**config.mk**
```make
export PLATFORM = sky130hd
export DESIGN_NAME = uart_tx_frame
export DESIGN_NICKNAME = d
export VERILOG_FILES = /design/src/rtl/uart_pkg.sv /design/src/rtl/baud_tick_gen.sv /design/src/rtl/uart_tx_frame.sv
export SDC_FILE = /design/constraint.sdc
export NUM_CORES = 1
export LEC_CHECK = 0
export BUFFER_PORTS_ARGS = -buffer_cell sky130_fd_sc_hd__buf_2
export CAP_MARGIN = 40
export CORE_MARGIN = 1.5
export CORE_UTILIZATION = 58
export CTS_BUF_LIST = sky130_fd_sc_hd__clkbuf_8 sky130_fd_sc_hd__clkbuf_16
export CTS_CLUSTER_SIZE = 10
export DETAILED_ROUTE_END_ITERATION = 6
export PLACE_DENSITY_LB_ADDON = 0.3
export SYNTH_ARGS = -nofsm -noshare
export SYNTH_HDL_FRONTEND = slang
export SYNTH_HIERARCHICAL = 1
export SYNTH_SLANG_ARGS = --single-unit
export TNS_END_PERCENT = 50
```
**constraint.sdc**
```tcl
create_clock -name clk -period 3.45 [get_ports clk]
set_input_delay 0.345 -clock clk [delete_from_list [all_inputs] [get_ports clk]]
set_output_delay 0.345 -clock clk [all_outputs]
set_load 0.02 [all_outputs]
```
**src/rtl/uart_pkg.sv**
```systemverilog
// rtl/uart_pkg.sv - state encoding, parity codes and frame-length helper for uart_tx_frame
package uart_pkg;

  typedef enum logic [2:0] {IDLE, START, DATA, PARITY, STOP} tx_state_t;

  localparam int PAR_NONE = 0;
  localparam int PAR_ODD  = 1;
  localparam int PAR_EVEN = 2;

  function automatic int frame_bits(input int data_bits, input int par, input int stop_bits);
    return 1 + data_bits + ((par != PAR_NONE) ? 1 : 0) + stop_bits;
  endfunction

endpackage

```
**src/rtl/baud_tick_gen.sv**
```systemverilog
// rtl/baud_tick_gen.sv - bit-time divider; tick pulses on wrap, clear restarts the count
module baud_tick_gen #(
  parameter int CLKS_PER_BIT = 1
) (
  input  logic clk,
  input  logic reset,
  input  logic clear,
  output logic tick
);

  localparam int CW = (CLKS_PER_BIT > 1) ? $clog2(CLKS_PER_BIT) : 1;
  localparam logic [CW-1:0] LAST = CW'(CLKS_PER_BIT - 1);

  logic [CW-1:0] cnt_q, cnt_d;

  always_comb begin
    cnt_d = cnt_q + 1'b1;
    if (clear || (cnt_q == LAST)) cnt_d = '0;
  end

  always_ff @(posedge clk) begin
    if (reset) cnt_q <= '0;
    else       cnt_q <= cnt_d;
  end

  // A tick coinciding with accept would belong to the old count, so suppress it.
  assign tick = !clear && (cnt_q == LAST);

endmodule

```
**src/rtl/uart_tx_frame.sv**
```systemverilog
// rtl/uart_tx_frame.sv - UART frame serialiser (start, data LSB first, parity, stop).
// Parity bit and PARITY state exist only when UART_TX_PARITY_EN is defined.
module uart_tx_frame
  import uart_pkg::*;
#(
  parameter int DATA_BITS    = 8,
  parameter int CLKS_PER_BIT = 1,
  parameter int STOP_BITS    = 1,
  parameter int PARITY       = 0
) (
  input  logic                 clk,
  input  logic                 reset,
  input  logic [DATA_BITS-1:0] in_data,
  input  logic                 in_valid,
  output logic                 in_ready,
  output logic                 tx,
  output logic                 busy,
  output logic                 frame_done
);

`ifdef UART_TX_PARITY_EN
  localparam bit PAR_ACTIVE = (PARITY != PAR_NONE);
`else
  localparam bit PAR_ACTIVE = 1'b0;
`endif

  localparam logic [3:0] DATA_LAST = 4'(DATA_BITS - 1);
  localparam logic [3:0] STOP_LAST = 4'(STOP_BITS - 1);

  tx_state_t            state_q, state_d;
  logic [DATA_BITS-1:0] shift_q, shift_d;
  logic [3:0]           bit_cnt_q, bit_cnt_d;
  logic                 tx_q, tx_d;
  logic                 done_q, done_d;
  logic                 par_bit;
  logic                 accept;
  logic                 tick;

  assign in_ready   = (state_q == IDLE) && !reset;
  assign accept     = in_valid && in_ready;
  assign busy       = (state_q != IDLE);
  assign tx         = tx_q;
  assign frame_done = done_q;

  baud_tick_gen #(.CLKS_PER_BIT(CLKS_PER_BIT)) u_baud (
    .clk   (clk),
    .reset (reset),
    .clear (accept),
    .tick  (tick)
  );

`ifdef UART_TX_PARITY_EN
  logic par_q;
  always_ff @(posedge clk) begin
    if (reset)       par_q <= 1'b0;
    else if (accept) par_q <= (PARITY == PAR_EVEN) ? ^in_data : ~^in_data;
  end
  assign par_bit = par_q;
`else
  assign par_bit = 1'b0;
`endif

  always_comb begin
    state_d   = state_q;
    shift_d   = shift_q;
    bit_cnt_d = bit_cnt_q;
    done_d    = 1'b0;
    tx_d      = 1'b1;
    case (state_q)
      IDLE: if (accept) begin
        state_d   = START;
        shift_d   = in_data;
        bit_cnt_d = '0;
      end
      START: if (tick) begin
        state_d   = DATA;
        bit_cnt_d = '0;
      end
      DATA: if (tick) begin
        if (bit_cnt_q == DATA_LAST) begin
          state_d   = PAR_ACTIVE ? uart_pkg::PARITY : STOP;
          bit_cnt_d = '0;
        end else begin
          shift_d   = shift_q >> 1;
          bit_cnt_d = bit_cnt_q + 1'b1;
        end
      end
      uart_pkg::PARITY: if (tick) begin
        state_d   = STOP;
        bit_cnt_d = '0;
      end
      STOP: if (tick) begin
        if (bit_cnt_q == STOP_LAST) begin
          state_d = IDLE;
          done_d  = 1'b1;
        end else begin
          bit_cnt_d = bit_cnt_q + 1'b1;
        end
      end
      default: state_d = IDLE;
    endcase
    // Line level is registered from the next state so it changes on the bit edge itself.
    case (state_d)
      START:            tx_d = 1'b0;
      DATA:             tx_d = shift_d[0];
      uart_pkg::PARITY: tx_d = par_bit;
      default:          tx_d = 1'b1;
    endcase
  end

  always_ff @(posedge clk) begin
    if (reset) begin
      state_q   <= IDLE;
      shift_q   <= '0;
      bit_cnt_q <= '0;
      tx_q      <= 1'b1;
      done_q    <= 1'b0;
    end else begin
      state_q   <= state_d;
      shift_q   <= shift_d;
      bit_cnt_q <= bit_cnt_d;
      tx_q      <= tx_d;
      done_q    <= done_d;
    end
  end

endmodule

```
==> impl_metrics.sql <==
INSERT INTO impl_metrics (metric_group, metric, value, unit) VALUES
('drt', 'drc', '0', ''),
('drt', 'ant_nets_after_route', '0', ''),
('worst_hold_path', 'whs_endpoint', 'shift_q[7]', ''),
('final_layout', 'nNetsFinal', '131', ''),
('critical_path', 'worstPathArrival', '2.69', 'ns'),
('clock_tree', 'cts_post_setup_buffers_inserted', '0', ''),
('clock_tree', 'cts_buffers', '3', ''),
('flow_run', 'max_cap_viol_count', '0', ''),
('worst_hold_path', 'timing.hold.worst.start', 'in_data[7]', ''),
('critical_path', 'critPathCaptureType', 'flip-flop', ''),
('grt', 'grt_antenna_before_repair', '0', ''),
('drt', 'firstDrtPassIters', '4', ''),
('critical_path', 'critPathMaxFanout', '12', ''),
('final_layout', 'area_occupied_by_registers', '360', 'um2'),
('timing', 'tightestPinTransition', '0.654', 'ns'),
('final_layout', 'area.growth.synth_to_final', '8.25', '%'),
('timing', 'relSlewSlack', '0.560', ''),
('timing', 'setup_viol', '0', ''),
('critical_path', 'setup.worst_path.start', 'state_q[2]', ''),
('placement', 'io_buffers', '14', ''),
('synth', 'dominant_combinational_cell_family_by_area_after_synthesis', 'simple AND/OR/NAND/NOR gates', ''),
('clock_tree', 'postCtsResizedCells', '0', ''),
('floorplanning', 'floorplan.rows', '14', ''),
('synth', 'synth.yosys.seq_area_share', '0.377', ''),
('clock_tree', 'cts_hold_buf', '0', ''),
('timing', 'layout_worst_path_cycle_share', '0.728', ''),
('timing', 'period_minus_slack', '2.51', 'ns'),
('synth', 'synthesis.nets', '118', ''),
('drt', 'vias', '819', ''),
('outcome', 'status', 'finished, final reports clean', ''),
('clock_tree', 'cts_sinks', '18', ''),
('critical_path', 'reg_to_reg_startpoint', 'state_q[2]', ''),
('synth', 'mappedNetlistArea', '956', 'um2'),
('grt', 'track_usage', '0.214', ''),
('critical_path', 'worst-setup-path-type', 'reg2reg', ''),
('power_and_ir_drop', 'static-leakage-power', '0.371', 'nW'),
('power_and_ir_drop', 'peakVddDrop', '321', 'uV'),
('clock_tree', 'ctsLongestPathBuffers', '2', ''),
('critical_path', 'regToRegEndpoint', 'tx', ''),
('floorplanning', 'die_footprint', '1900', 'um2'),
('clock_tree', 'cts-htree-levels', '1', ''),
('placement', 'dpl.cell_count', '129', ''),
('synth', 'synth_xor_xnor_area_share', '0.00916', ''),
('final_layout', 'layout.filler_cells', '135', ''),
('placement', 'hpwlAfterDp', '1.34', 'mm'),
('synth', 'syn-mean-instance-area', '9.10', 'um2'),
('floorplanning', 'starting_utilization_of_the_core_area', '0.627', ''),
('final_layout', 'final_layout_size_suffix_gt1_frac', '0.259', ''),
('floorplanning', 'number_of_ports_placed_on_the_die_boundary', '15', ''),
('synth', 'postSynthCellCount', '105', ''),
('synth', 'synth_simple_gate_area_frac', '0.264', ''),
('timing', 'timing.final.hold_violations', '0', ''),
('grt', 'first_global_vias', '734', ''),
('timing', 'rsz0062_at_grt', 'no', ''),
('drt', 'route.detailed.vias_per_inst', '6.20', ''),
('synth', 'compound_cell_area_share_of_the_yosys_netlist', '0.240', ''),
('final_layout', 'layout.cells.non_filler', '132', ''),
('clock_tree', 'tritoncts_clock_tree', 'done', ''),
('synth', 'yosysWarnings', '6', ''),
('timing', 'achievable-frequency', '0.398', 'GHz'),
('final_layout', 'multi_input_gate_area_in_the_final_layout', '519', 'um2'),
('clock_tree', 'clock_tree.root_cell', 'sky130_fd_sc_hd__clkbuf_8', ''),
('drt', 'detail_route.wirelength', '1.83', 'mm'),
('worst_hold_path', 'holdPathStages', '3', ''),
('drt', 'wl_per_cell', '13.9', 'um'),
('synth', 'synth-edff-count', '0', ''),
('timing', 'tns', '0', 'ns'),
('clock_tree', 'path_clk_slew', '0.06', 'ns'),
('floorplanning', 'die-height', '43.6', 'um'),
('placement', 'routabilityCongestion', '0.852', ''),
('synth', 'post_synth_num_cell_types', '42', '');
==> power breakdown <==
group	total (W)	internal [W]	leakage [nW]	switching, W
combinational	0.0000529	0.0000221	0.203	0.0000308
clock	0.000140	0.0000774	0.0216	0.0000625
sequential	0.000224	0.000216	0.147	0.00000760
==> metrics by stage <==
step | setup WS, ns | cell area [um2] | hold WS, ns | power, W | utilization
global route | 0.686 | 1030 | 0.349 | 0.000438 | 0.679
floorplan | 1.38 | 956 | 0.448 | 0.000268 | -
detailed placement | 0.957 | 993 | 0.464 | 0.000281 | 0.652
finish | 0.938 | 1030 | 0.336 | 0.000416 | 0.679
global placement | 1.05 | 993 | 0.460 | 0.000279 | 0.652
CTS | 0.954 | 1030 | 0.333 | 0.000421 | 0.679
==> worst max-delay path, stage by stage (launching register included) <==
cell and delay (ns):
sky130_fd_sc_hd__dfxtp_1 0.64, sky130_fd_sc_hd__nor4_4 0.11, sky130_fd_sc_hd__nand2_2 0.19, sky130_fd_sc_hd__clkinv_2 0.16
sky130_fd_sc_hd__nor2_1 0.34, sky130_fd_sc_hd__nand2_1 0.13, sky130_fd_sc_hd__nor4_2 0.51, sky130_fd_sc_hd__a22oi_1 0.19
sky130_fd_sc_hd__a31oi_1 0.18
==> sequential cells by signal, indices dropped and copies added (netlist names) <==
| register | count |
|---|---|
| bit_cnt_q | 4 |
| state_q | 3 |
| frame_done | 1 |
| shift_q | 8 |
| tx | 1 |
| u_baud/cnt_q | 1 |
==> worst max-delay path by stage <==
stage | end | slack (ns)
floorplan | tx | 1.38
detailed placement | tx | 0.96
global route | shift_q[0] | 0.69
CTS | tx | 0.95
global placement | tx | 1.05
finish | tx | 0.94
==> area by class of cell <==
| class | count | share of cell area |
|---|---|---|
| Clock buffer | 3 | 0.0399 |
| Inverter | 6 | 0.0230 |
| Multi-Input combinational cell | 75 | 0.502 |
| Sequential cell | 18 | 0.348 |
| Tap cell | 16 | 0.0193 |
| Timing Repair Buffer | 14 | 0.0677 |
==> logic make-up (layout without fill, tap and decap cells) <==
group,count (synthesis),in the layout
flip-flops,18,18
adder cells (fa/ha/maj),2,2
buffers and inverters,12,23
XOR/XNOR,1,1
AND/OR/NAND/NOR,36,36
AO/OA/AOI/OAI,35,35
other,1,1
==> Yosys cell counts (all sizes together), types with 2 or more instances <==
library cell / count / area share
dfxtp: 18 / 0.38
a21oi: 14 / 0.077
nand3: 12 / 0.063
a22oi: 8 / 0.063
inv: 5 / 0.020
nand2: 4 / 0.018
o21ai: 4 / 0.021
buf: 3 / 0.029
clkbuf: 3 / 0.026
nor2: 3 / 0.012
o211ai: 3 / 0.024
ha: 2 / 0.026
nor3: 2 / 0.010
nor4: 2 / 0.035
or3b: 2 / 0.018
==> per-layer routing <==
metal	track usage	vias to the layer above	wire, um
met3	0.0375	4	58
met4	0.115	0	17
li1	-	416	-
met5	0	-	0
met2	0.368	14	929
met1	0.249	385	827
Note: power is estimated with default switching activity, not from simulation.
